`src/rtl/tap_read_interconnect.sv`:
```
// Read-side TAP interconnect: routes one outstanding read to the DMI or STB sources and
// holds the returned word (or a timeout abort) for the UART TAP.
//
// state | meaning
// IDLE  | ready for a TAP read request
// FETCH | waiting on the addressed source's valid, timeout counter running
// RESP  | response held for the TAP until READ_DATA_READY_I
module tap_read_interconnect #(
  parameter int READ_WIDTH        = 41,
  parameter int DMI_WIDTH         = 41,
  parameter int STB_CONTROL_WIDTH = 8,
  parameter int STB_DATA_WIDTH    = 32,
  parameter int TIMEOUT_CYCLES    = 1024,
  parameter int IRLENGTH          = 5,
  parameter logic [IRLENGTH-1:0] ADDR_DMI     = 5'h11,
  parameter logic [IRLENGTH-1:0] ADDR_STB0_CS = 5'h12,
  parameter logic [IRLENGTH-1:0] ADDR_STB0_D  = 5'h13,
  parameter logic [IRLENGTH-1:0] ADDR_STB1_CS = 5'h14,
  parameter logic [IRLENGTH-1:0] ADDR_STB1_D  = 5'h15
) (
  input  logic                         CLK_I,
  input  logic                         RST_I,
  input  logic [IRLENGTH-1:0]          READ_ADDRESS_I,
  input  logic                         READ_VALID_I,
  output logic                         READ_READY_O,
  output logic [READ_WIDTH-1:0]        READ_DATA_O,
  output logic                         READ_ERROR_O,
  output logic                         READ_DATA_VALID_O,
  input  logic                         READ_DATA_READY_I,
  input  logic                         DMI_READ_VALID_I,
  input  logic [DMI_WIDTH-1:0]         DMI_READ_DATA_I,
  output logic                         DMI_READ_READY_O,
  input  logic                         STB0_CONTROL_VALID_I,
  input  logic [STB_CONTROL_WIDTH-1:0] STB0_CONTROL_I,
  output logic                         STB0_CONTROL_READY_O,
  input  logic                         STB0_DATA_VALID_I,
  input  logic [STB_DATA_WIDTH-1:0]    STB0_DATA_I,
  output logic                         STB0_DATA_READY_O,
  input  logic                         STB1_CONTROL_VALID_I,
  input  logic [STB_CONTROL_WIDTH-1:0] STB1_CONTROL_I,
  output logic                         STB1_CONTROL_READY_O,
  input  logic                         STB1_DATA_VALID_I,
  input  logic [STB_DATA_WIDTH-1:0]    STB1_DATA_I,
  output logic                         STB1_DATA_READY_O
);

  // A zero TIMEOUT_CYCLES still needs a 1-bit counter to keep the vector legal.
  localparam int TMO_W = (TIMEOUT_CYCLES > 0) ? $clog2(TIMEOUT_CYCLES + 1) : 1;
  localparam logic [TMO_W-1:0] TMO_LAST = TMO_W'(TIMEOUT_CYCLES - 1);
  localparam bit TMO_EN = (TIMEOUT_CYCLES != 0);

  typedef enum logic [1:0] {IDLE, FETCH, RESP} state_t;

  state_t                state_q, state_d;
  logic [IRLENGTH-1:0]   addr_q, addr_d;
  logic [READ_WIDTH-1:0] data_q, data_d;
  logic                  err_q, err_d;
  logic [TMO_W-1:0]      tmo_q, tmo_d;

  logic                  read_ready, fetch_en, addr_known, tmo_expire;
  logic                  sel_dmi, sel_s0c, sel_s0d, sel_s1c, sel_s1d;
  logic                  src_valid;
  logic [READ_WIDTH-1:0] src_data;

  assign addr_known = (READ_ADDRESS_I == ADDR_DMI)     || (READ_ADDRESS_I == ADDR_STB0_CS) ||
                      (READ_ADDRESS_I == ADDR_STB0_D)  || (READ_ADDRESS_I == ADDR_STB1_CS) ||
                      (READ_ADDRESS_I == ADDR_STB1_D);

  assign sel_dmi = (addr_q == ADDR_DMI);
  assign sel_s0c = (addr_q == ADDR_STB0_CS);
  assign sel_s0d = (addr_q == ADDR_STB0_D);
  assign sel_s1c = (addr_q == ADDR_STB1_CS);
  assign sel_s1d = (addr_q == ADDR_STB1_D);

  assign tmo_expire = TMO_EN && (tmo_q == TMO_LAST);

  // Size casts zero-extend narrow sources and keep the LSBs of wide ones.
  always_comb begin
    src_valid = 1'b0;
    src_data  = '0;
    if (sel_dmi) begin
      src_valid = DMI_READ_VALID_I;
      src_data  = READ_WIDTH'(DMI_READ_DATA_I);
    end else if (sel_s0c) begin
      src_valid = STB0_CONTROL_VALID_I;
      src_data  = READ_WIDTH'(STB0_CONTROL_I);
    end else if (sel_s0d) begin
      src_valid = STB0_DATA_VALID_I;
      src_data  = READ_WIDTH'(STB0_DATA_I);
    end else if (sel_s1c) begin
      src_valid = STB1_CONTROL_VALID_I;
      src_data  = READ_WIDTH'(STB1_CONTROL_I);
    end else if (sel_s1d) begin
      src_valid = STB1_DATA_VALID_I;
      src_data  = READ_WIDTH'(STB1_DATA_I);
    end
  end

  always_comb begin
    state_d    = state_q;
    addr_d     = addr_q;
    data_d     = data_q;
    err_d      = err_q;
    tmo_d      = tmo_q;
    read_ready = 1'b0;
    fetch_en   = 1'b0;
    case (state_q)
      IDLE: begin
        read_ready = 1'b1;
        if (READ_VALID_I) begin
          addr_d = READ_ADDRESS_I;
          tmo_d  = '0;
          err_d  = 1'b0;
          if (addr_known) begin
            state_d = FETCH;
          end else begin
            data_d  = '0;
            state_d = RESP;
          end
        end
      end
      FETCH: begin
        fetch_en = 1'b1;
        if (src_valid) begin
          data_d  = src_data;
          err_d   = 1'b0;
          state_d = RESP;
        end else if (tmo_expire) begin
          data_d  = '0;
          err_d   = 1'b1;
          state_d = RESP;
        end else if (TMO_EN) begin
          tmo_d = tmo_q + TMO_W'(1);
        end
      end
      RESP: begin
        if (READ_DATA_READY_I) state_d = IDLE;
      end
      default: state_d = IDLE;
    endcase
  end

  always_ff @(posedge CLK_I) begin
    if (RST_I) begin
      state_q <= IDLE;
      addr_q  <= '0;
      data_q  <= '0;
      err_q   <= 1'b0;
      tmo_q   <= '0;
    end else begin
      state_q <= state_d;
      addr_q  <= addr_d;
      data_q  <= data_d;
      err_q   <= err_d;
      tmo_q   <= tmo_d;
    end
  end

  // Outputs are gated by RST_I so a reset drops every handshake in the same cycle.
  assign READ_READY_O         = read_ready & ~RST_I;
  assign READ_DATA_VALID_O    = (state_q == RESP) & ~RST_I;
  assign READ_DATA_O          = READ_DATA_VALID_O ? data_q : '0;
  assign READ_ERROR_O         = READ_DATA_VALID_O & err_q;
  assign DMI_READ_READY_O     = fetch_en & sel_dmi & ~RST_I;
  assign STB0_CONTROL_READY_O = fetch_en & sel_s0c & ~RST_I;
  assign STB0_DATA_READY_O    = fetch_en & sel_s0d & ~RST_I;
  assign STB1_CONTROL_READY_O = fetch_en & sel_s1c & ~RST_I;
  assign STB1_DATA_READY_O    = fetch_en & sel_s1d & ~RST_I;

endmodule
```
`config.mk`:
```
export PLATFORM = sky130hd
export DESIGN_NAME = tap_read_interconnect
export DESIGN_NICKNAME = d
export VERILOG_FILES = /design/src/rtl/tap_read_interconnect.sv
export SDC_FILE = /design/constraint.sdc
export NUM_CORES = 1
export LEC_CHECK = 0
export CAP_MARGIN = 20
export CORE_MARGIN = 2
export CORE_UTILIZATION = 41
export DETAILED_ROUTE_END_ITERATION = 12
export GPL_TIMING_DRIVEN = 1
export PLACE_DENSITY_LB_ADDON = 0.2
export SYNTH_ARGS = -nofsm -noshare
export SYNTH_HDL_FRONTEND = slang
export SYNTH_SLANG_ARGS = --single-unit
```
`constraint.sdc`:
```
create_clock -name CLK_I -period 5.1 [get_ports CLK_I]
set_clock_uncertainty 0.15 [all_clocks]
set_input_delay 1.02 -clock CLK_I [delete_from_list [all_inputs] [get_ports CLK_I]]
set_output_delay 1.02 -clock CLK_I [all_outputs]
set_load 0.005 [all_outputs]
```
==> results.ini, run 1 <==
[sta]
rsz0062_at_grt = false
hold_viol = 0
timing.final.crit_share = 0.8081
fin_hold_ws_ns = 0.3212
worstMarginPinSlew_ns = 0.8396
slew_headroom = 0.4403
slew_violations = 0
fmax_mhz = 242.6
period_needed_ns = 4.122
final.setup.tns_ns = 0
setup_viol = 0

[min_path]
holdPathStages = 1
hold_end = data_q[23]
hold_path.startpoint = data_q[23]
worstHoldPathType = reg -> reg

[grt]
overflow = 0
grt_use_total = 0.2559
grt_pass1_wl_mm = 17.31
grt_max_degree = 33
antenna_found_initial = 0
grt_pass1_vias = 3574

[cts]
cts_tree = yes
root_buffer = clkbuf_8
postCtsHoldBufs = 0
postCtsSetupRepairBufs = 0
clk_pin_slew_ns = 0.06
cts_num_sinks = 60
htreeDepth = 3
clock_latency_ns = 0.33
cts_made_buffers = 9
cts_resized = 0
cts.path.max_buffers = 2

[logic_synthesis]
synth_nets = 523
netlist.top_cell.by_area = dfxtp_1
yosys_warnings = 0
syn_area_um2 = 3192
synth_edf_count = 0
synthCells = 387
synth.yosys.seq_area_share = 0.3763
synthDistinctLibCells = 40
synth_seq_cells = 60
synth_async_sr_flop_share = 0
syn_area_per_cell_um2 = 8.248
synth_area_leaders = dfxtp_1 38%, a22o_1 11%, and2_1 8.4%
synth_top_area_frac = 0.3763
yosys_most_used_dff = dfxtp_1

[routing]
routed_wl_mm = 11.03
drtAntennaViolNets = 0
num_vias = 3539
route.detailed.drc = 0
wl_per_cell_um = 16.53
viasPerCell = 5.306
drtIter0Drc = 117
drt-pass1-iter-count = 4

[setup_path]
ff2ff_path_depth = 8
cp_max_fo = 14
path_class = in -> out
worstSetupStartpointType = input port
rrSetupSlack_ns = 1.83
crit_arrival_ns = 2.95
cp-end-kind = output pin
required_ns = 3.93
worstReg2RegStart = addr_q[0]
reg2reg_to = data_q[26]

[power_and_ir_drop]
power_density_nw_per_um2 = 216.6
irDropWorstVdd_mv = 0.1592
p_leak_nw = 2.048

[placed_design]
gp_congestion = 0.9065
dp_hpwl_mm = 8.186
io_buffers = 183
place_inst = 650

[layout]
drive_above_1_share = 0.06195
syn_to_final_growth_pct = 67.82
nNetsFinal = 696
instances_no_fill = 667
n_antenna_cell = 0

[floorplan]
die-area_um2 = 8506
top_level_ports = 184
fp-row-count = 32
fp.dieH_um = 92.23
die_x_um = 92.23
start_util = 0.4174
core_area_um2 = 7647

[status]
status = finished, final reports clean

[job]
drv_cap = 0

## power breakdown
| group | internal [mW] | switching, mW | total [mW] |
|---|---|---|---|
| combinational | 0.115 | 0.0623 | 0.177 |
| clock | 0.314 | 0.186 | 0.500 |
| sequential | 0.473 | 0.00994 | 0.483 |
| total | 0.902 | 0.258 | 1.16 |
## layer usage
layer  global-route usage  up-vias  share of wire
li1                     -     1746              -
met1               0.3029     1641           0.41
met2               0.4479      128           0.50
met3              0.05012       24          0.063
met4               0.1132        0          0.025
met5                    0        -              0
## worst max-delay path by stage
stage | depth (start not counted) | to | from | slack [ns]
after floorplan | 3 | READ_DATA_O[31] | RST_I | 2.09
after global placement | 5 | DMI_READ_READY_O | RST_I | 1.05
after detailed placement | 5 | DMI_READ_READY_O | RST_I | 1.00
after CTS | 5 | DMI_READ_READY_O | RST_I | 1.00
after global routing | 5 | DMI_READ_READY_O | RST_I | 0.92
final | 5 | DMI_READ_READY_O | RST_I | 0.98
## synth_stat cells, drive strengths merged (2+ instances only)
cell type	number
nand2	62
dfxtp	60
and2	43
a22o	41
a22oi	24
clkbuf	20
nor2	20
o21ai	16
a21oi	14
mux2i	13
buf	9
a221o	7
or3	7
nor2b	6
nor3	6
nor3b	5
inv	4
nand3	4
o31ai	4
and3	3
nand4	3
or4	3
a31oi	2
or3b	2
## metrics by stage
stage / instance area, um2 / util / setup slack [ns] / total power [mW]
after floorplan: 3192 / - / 2.088 / 0.5443
after global placement: 5106 / 0.6677 / 1.048 / 0.6662
after detailed placement: 5106 / 0.6677 / 1.004 / 0.6700
after CTS: 5341 / 0.6985 / 1.002 / 1.168
after global routing: 5356 / 0.7004 / 0.9177 / 1.198
final: 5356 / 0.7004 / 0.9785 / 1.160
## kinds of logic (layout without fill, tap and decap cells)
logic type,count (synthesis),after routing,synth area share
multiplexers,13,13,0.04077
buffers and inverters,33,211,0.04194
AND/OR/NAND/NOR,166,166,0.2642
flip-flops,60,60,0.3763
adder cells (fa/ha/maj),1,1,0.003919
AO/OA/AOI/OAI,113,113,0.2701
XOR/XNOR,1,1,0.002745
## cell usage in the layout (no fill, tap or decap), drive strengths merged, types with 12 or more instances in the layout
cell | netlist | final
clkbuf | 20 | 12
nor2 | 20 | 20
o21ai | 16 | 16
dfxtp | 60 | 60
mux2i | 13 | 13
a21oi | 14 | 14
and2 | 43 | 43
a22o | 41 | 41
a22oi | 24 | 24
clkdlybuf4s50 | 0 | 183
nand2 | 62 | 62
## registers in the layout, indices dropped and copies added, names as in the netlist
signal	count
data_q	41
tmo_q	11
addr_q	5
state_q	2
err_q	1
## critical path: stages
cell and delay [ns]:
clkdlybuf4s50_1 0.40, buf_4 0.19, or3b_1 0.50, nor3_1 0.25, clkdlybuf4s50_1 0.58
## area by class of cell
cell class | instances | area, um2
timing repair buffer | 191 | 1899
clock buffer | 12 | 165.2
clock inverter | 4 | 70.07
fill | 620 | 2291
sequential | 60 | 1201
multi-input combinational | 294 | 1878
tap | 102 | 127.6
inverter | 4 | 15.01
No activity file was read; power rests on OpenSTA's default activity.
==> run 2: changes to the inputs <==
--- a/config.mk
+++ b/config.mk
@@ -7,7 +7,7 @@
 export LEC_CHECK = 0
 export CAP_MARGIN = 20
 export CORE_MARGIN = 2
-export CORE_UTILIZATION = 41
+export CORE_UTILIZATION = 38
 export DETAILED_ROUTE_END_ITERATION = 12
 export GPL_TIMING_DRIVEN = 1
 export PLACE_DENSITY_LB_ADDON = 0.2
==> constraint.sdc (replaced) <==
create_clock -name CLK_I -period 4.2 [get_ports CLK_I]
set_clock_uncertainty 0.15 [all_clocks]
set_input_delay 0.84 -clock CLK_I [delete_from_list [all_inputs] [get_ports CLK_I]]
set_output_delay 0.84 -clock CLK_I [all_outputs]
set_load 0.005 [all_outputs]
==> run 2 against run 1 <==
Core utilization is 5.0 points lower. Sequential share of layout area is 0.17 points higher. First-iteration DRC count is 32% higher. Largest cell class unchanged. Design area is 0.75% lower. Critical path type unchanged. Hold slack better by 0.0012 ns. Largest power group is now sequential cells. Global-route usage is 2.5 points lower. Worst setup slack worse by 0.48 ns. Via count is 0.90% higher. Final cell count is 0.45% higher. Total power is 14% higher.
==> results.ini, run 2 (synthesis results as in run 1) <==
[layout]
drive_above_1_share = 0.06018  ; -0.001770
largest_register_ffs = 41  ; unchanged
final_common_cell = clkdlybuf4s50_1
multi_input_area_um2 = 1876  ; -0.13%
top_register = data_q
syn_to_final_growth_pct = 66.56
nNetsFinal = 696  ; unchanged
fin_area_um2 = 5316  ; -0.75%
instances_no_fill = 670  ; +0.45%
regArea_um2 = 1201  ; unchanged
n_antenna_cell = 0  ; unchanged
fillers = 730  ; +18%
layout_common_cells = 183 x clkdlybuf4s50_1, 62 x nand2_1, 60 x dfxtp_1, 43 x and2_1, 41 x a22o_1
reg_top3 = data_q x41, tmo_q x11, addr_q x5

[sta]
timing.final.crit_share = 0.8811
slew_violations = 0  ; unchanged
fin_hold_ws_ns = 0.3225  ; +0.001219 ns
fin_ws_ns = 0.4995  ; -0.4790 ns
final.setup.tns_ns = 0  ; unchanged
hold_viol = 0  ; unchanged
period_needed_ns = 3.701
slew_headroom = 0.5178  ; +0.07752
rsz0062_at_grt = false
worstMarginPinSlew_ns = 0.7223  ; -0.1173 ns
setup_viol = 0  ; unchanged
fmax_mhz = 270.2

[routing]
drtIter0Drc = 155  ; +32%
num_vias = 3571  ; +0.90%
drtAntennaViolNets = 0  ; unchanged
route.detailed.drc = 0  ; unchanged
routed_wl_mm = 10.96  ; -0.65%
viasPerCell = 5.330  ; +0.45%
drt-pass1-iter-count = 4  ; unchanged
wl_per_cell_um = 16.35  ; -1.1%

[grt]
overflow = 0  ; unchanged
grt_pass1_vias = 3371  ; -5.7%
grt_max_degree = 44  ; +33%
grt_pass1_wl_mm = 16.22  ; -6.3%
grt_use_total = 0.2305  ; -0.02549
antenna_found_initial = 0  ; unchanged

[setup_path]
cp-end-kind = output pin
path_class = in -> out
cp_max_fo = 7  ; -7
crit_arrival_ns = 2.71  ; -0.24 ns
required_ns = 3.21  ; -0.72 ns
worstSetupStartpointType = input port

[cts]
root_buffer = clkbuf_8
clk_pin_slew_ns = 0.07  ; about the same
cts_tree = yes
htreeDepth = 3  ; unchanged
cts_resized = 0  ; unchanged
postCtsHoldBufs = 0  ; unchanged
cts_made_buffers = 9  ; unchanged
cts_num_sinks = 60  ; unchanged
cts.path.max_buffers = 2  ; unchanged
clock_latency_ns = 0.33  ; about the same
postCtsSetupRepairBufs = 0  ; unchanged

[status]
status = finished, final reports clean

[placed_design]
gp_congestion = 0.8328  ; -8.1%
dp_hpwl_mm = 8.197  ; +0.13%
placed_cell_area_um2 = 5115  ; +0.17%
dp_slack_ns = 0.4996  ; -0.5045 ns
io_buffers = 183  ; unchanged
place_inst = 654  ; +0.62%

[power_and_ir_drop]
p_leak_nw = 2.022  ; -1.3%
power_density_nw_per_um2 = 248.7  ; +15%
irDropWorstVdd_mv = 0.1576  ; -1.0%

[min_path]
worstHoldPathType = reg -> reg

[floorplan]
start_util = 0.3904  ; -0.02696
die-area_um2 = 9149  ; +7.6%
core_area_um2 = 8175  ; +6.9%
fp.dieH_um = 95.65  ; +3.7%
die_x_um = 95.65  ; +3.7%
top_level_ports = 184  ; unchanged
fp-row-count = 33  ; +3.1%

[job]
drv_cap = 0  ; unchanged

## run 2: cell type report
class | instances | share of cell area
Timing Repair Buffer | 191 | 0.3558
Multi-Input combinational cell | 294 | 0.3528
Sequential cell | 60 | 0.2259
Clock buffer | 10 | 0.02589
Tap cell | 105 | 0.02471
Clock inverter | 6 | 0.01200
Inverter | 4 | 0.002824
## run 2: power by group
group / leakage (nW) / switching, mW / internal, mW
clock: 0.0983 / 0.233 / 0.289
combinational: 1.44 / 0.0738 / 0.140
sequential: 0.484 / 0.0121 / 0.575
total: 2.02 / 0.319 / 1.00
## run 2: critical path, cell delays in order
cell,delay [ns]
clkdlybuf4s50_1,0.54
or3b_1,0.50
nor3_1,0.26
clkdlybuf4s50_1,0.56
## run 2: worst paths after layout
check | from | to | slack (ns) | cells after the start
worst max-delay path | RST_I | DMI_READ_READY_O | 0.50 | 4
worst min-delay path | data_q[37] | data_q[37] | 0.32 | 1
worst max register to register | addr_q[0] | tmo_q[7] | 1.22 | 7
worst min register to register | data_q[37] | data_q[37] | 0.32 | 1
## run 2: stage by stage
step	total power [mW]	utilization
2_1_floorplan	0.6609	-
3_3_place_gp	0.8093	0.6257
3_5_place_dp	0.8134	0.6257
4_1_cts	1.335	0.6503
5_1_grt	1.379	0.6503
6_report	1.322	0.6503
## run 2: routing by layer
metal  track usage  vias to the layer above  share of wire
met2        0.3939                      125           0.47
li1              -                     1749              -
met4       0.07262                        0          0.018
met5             0                        -              0
met1        0.2762                     1679           0.42
met3       0.06957                       18          0.086
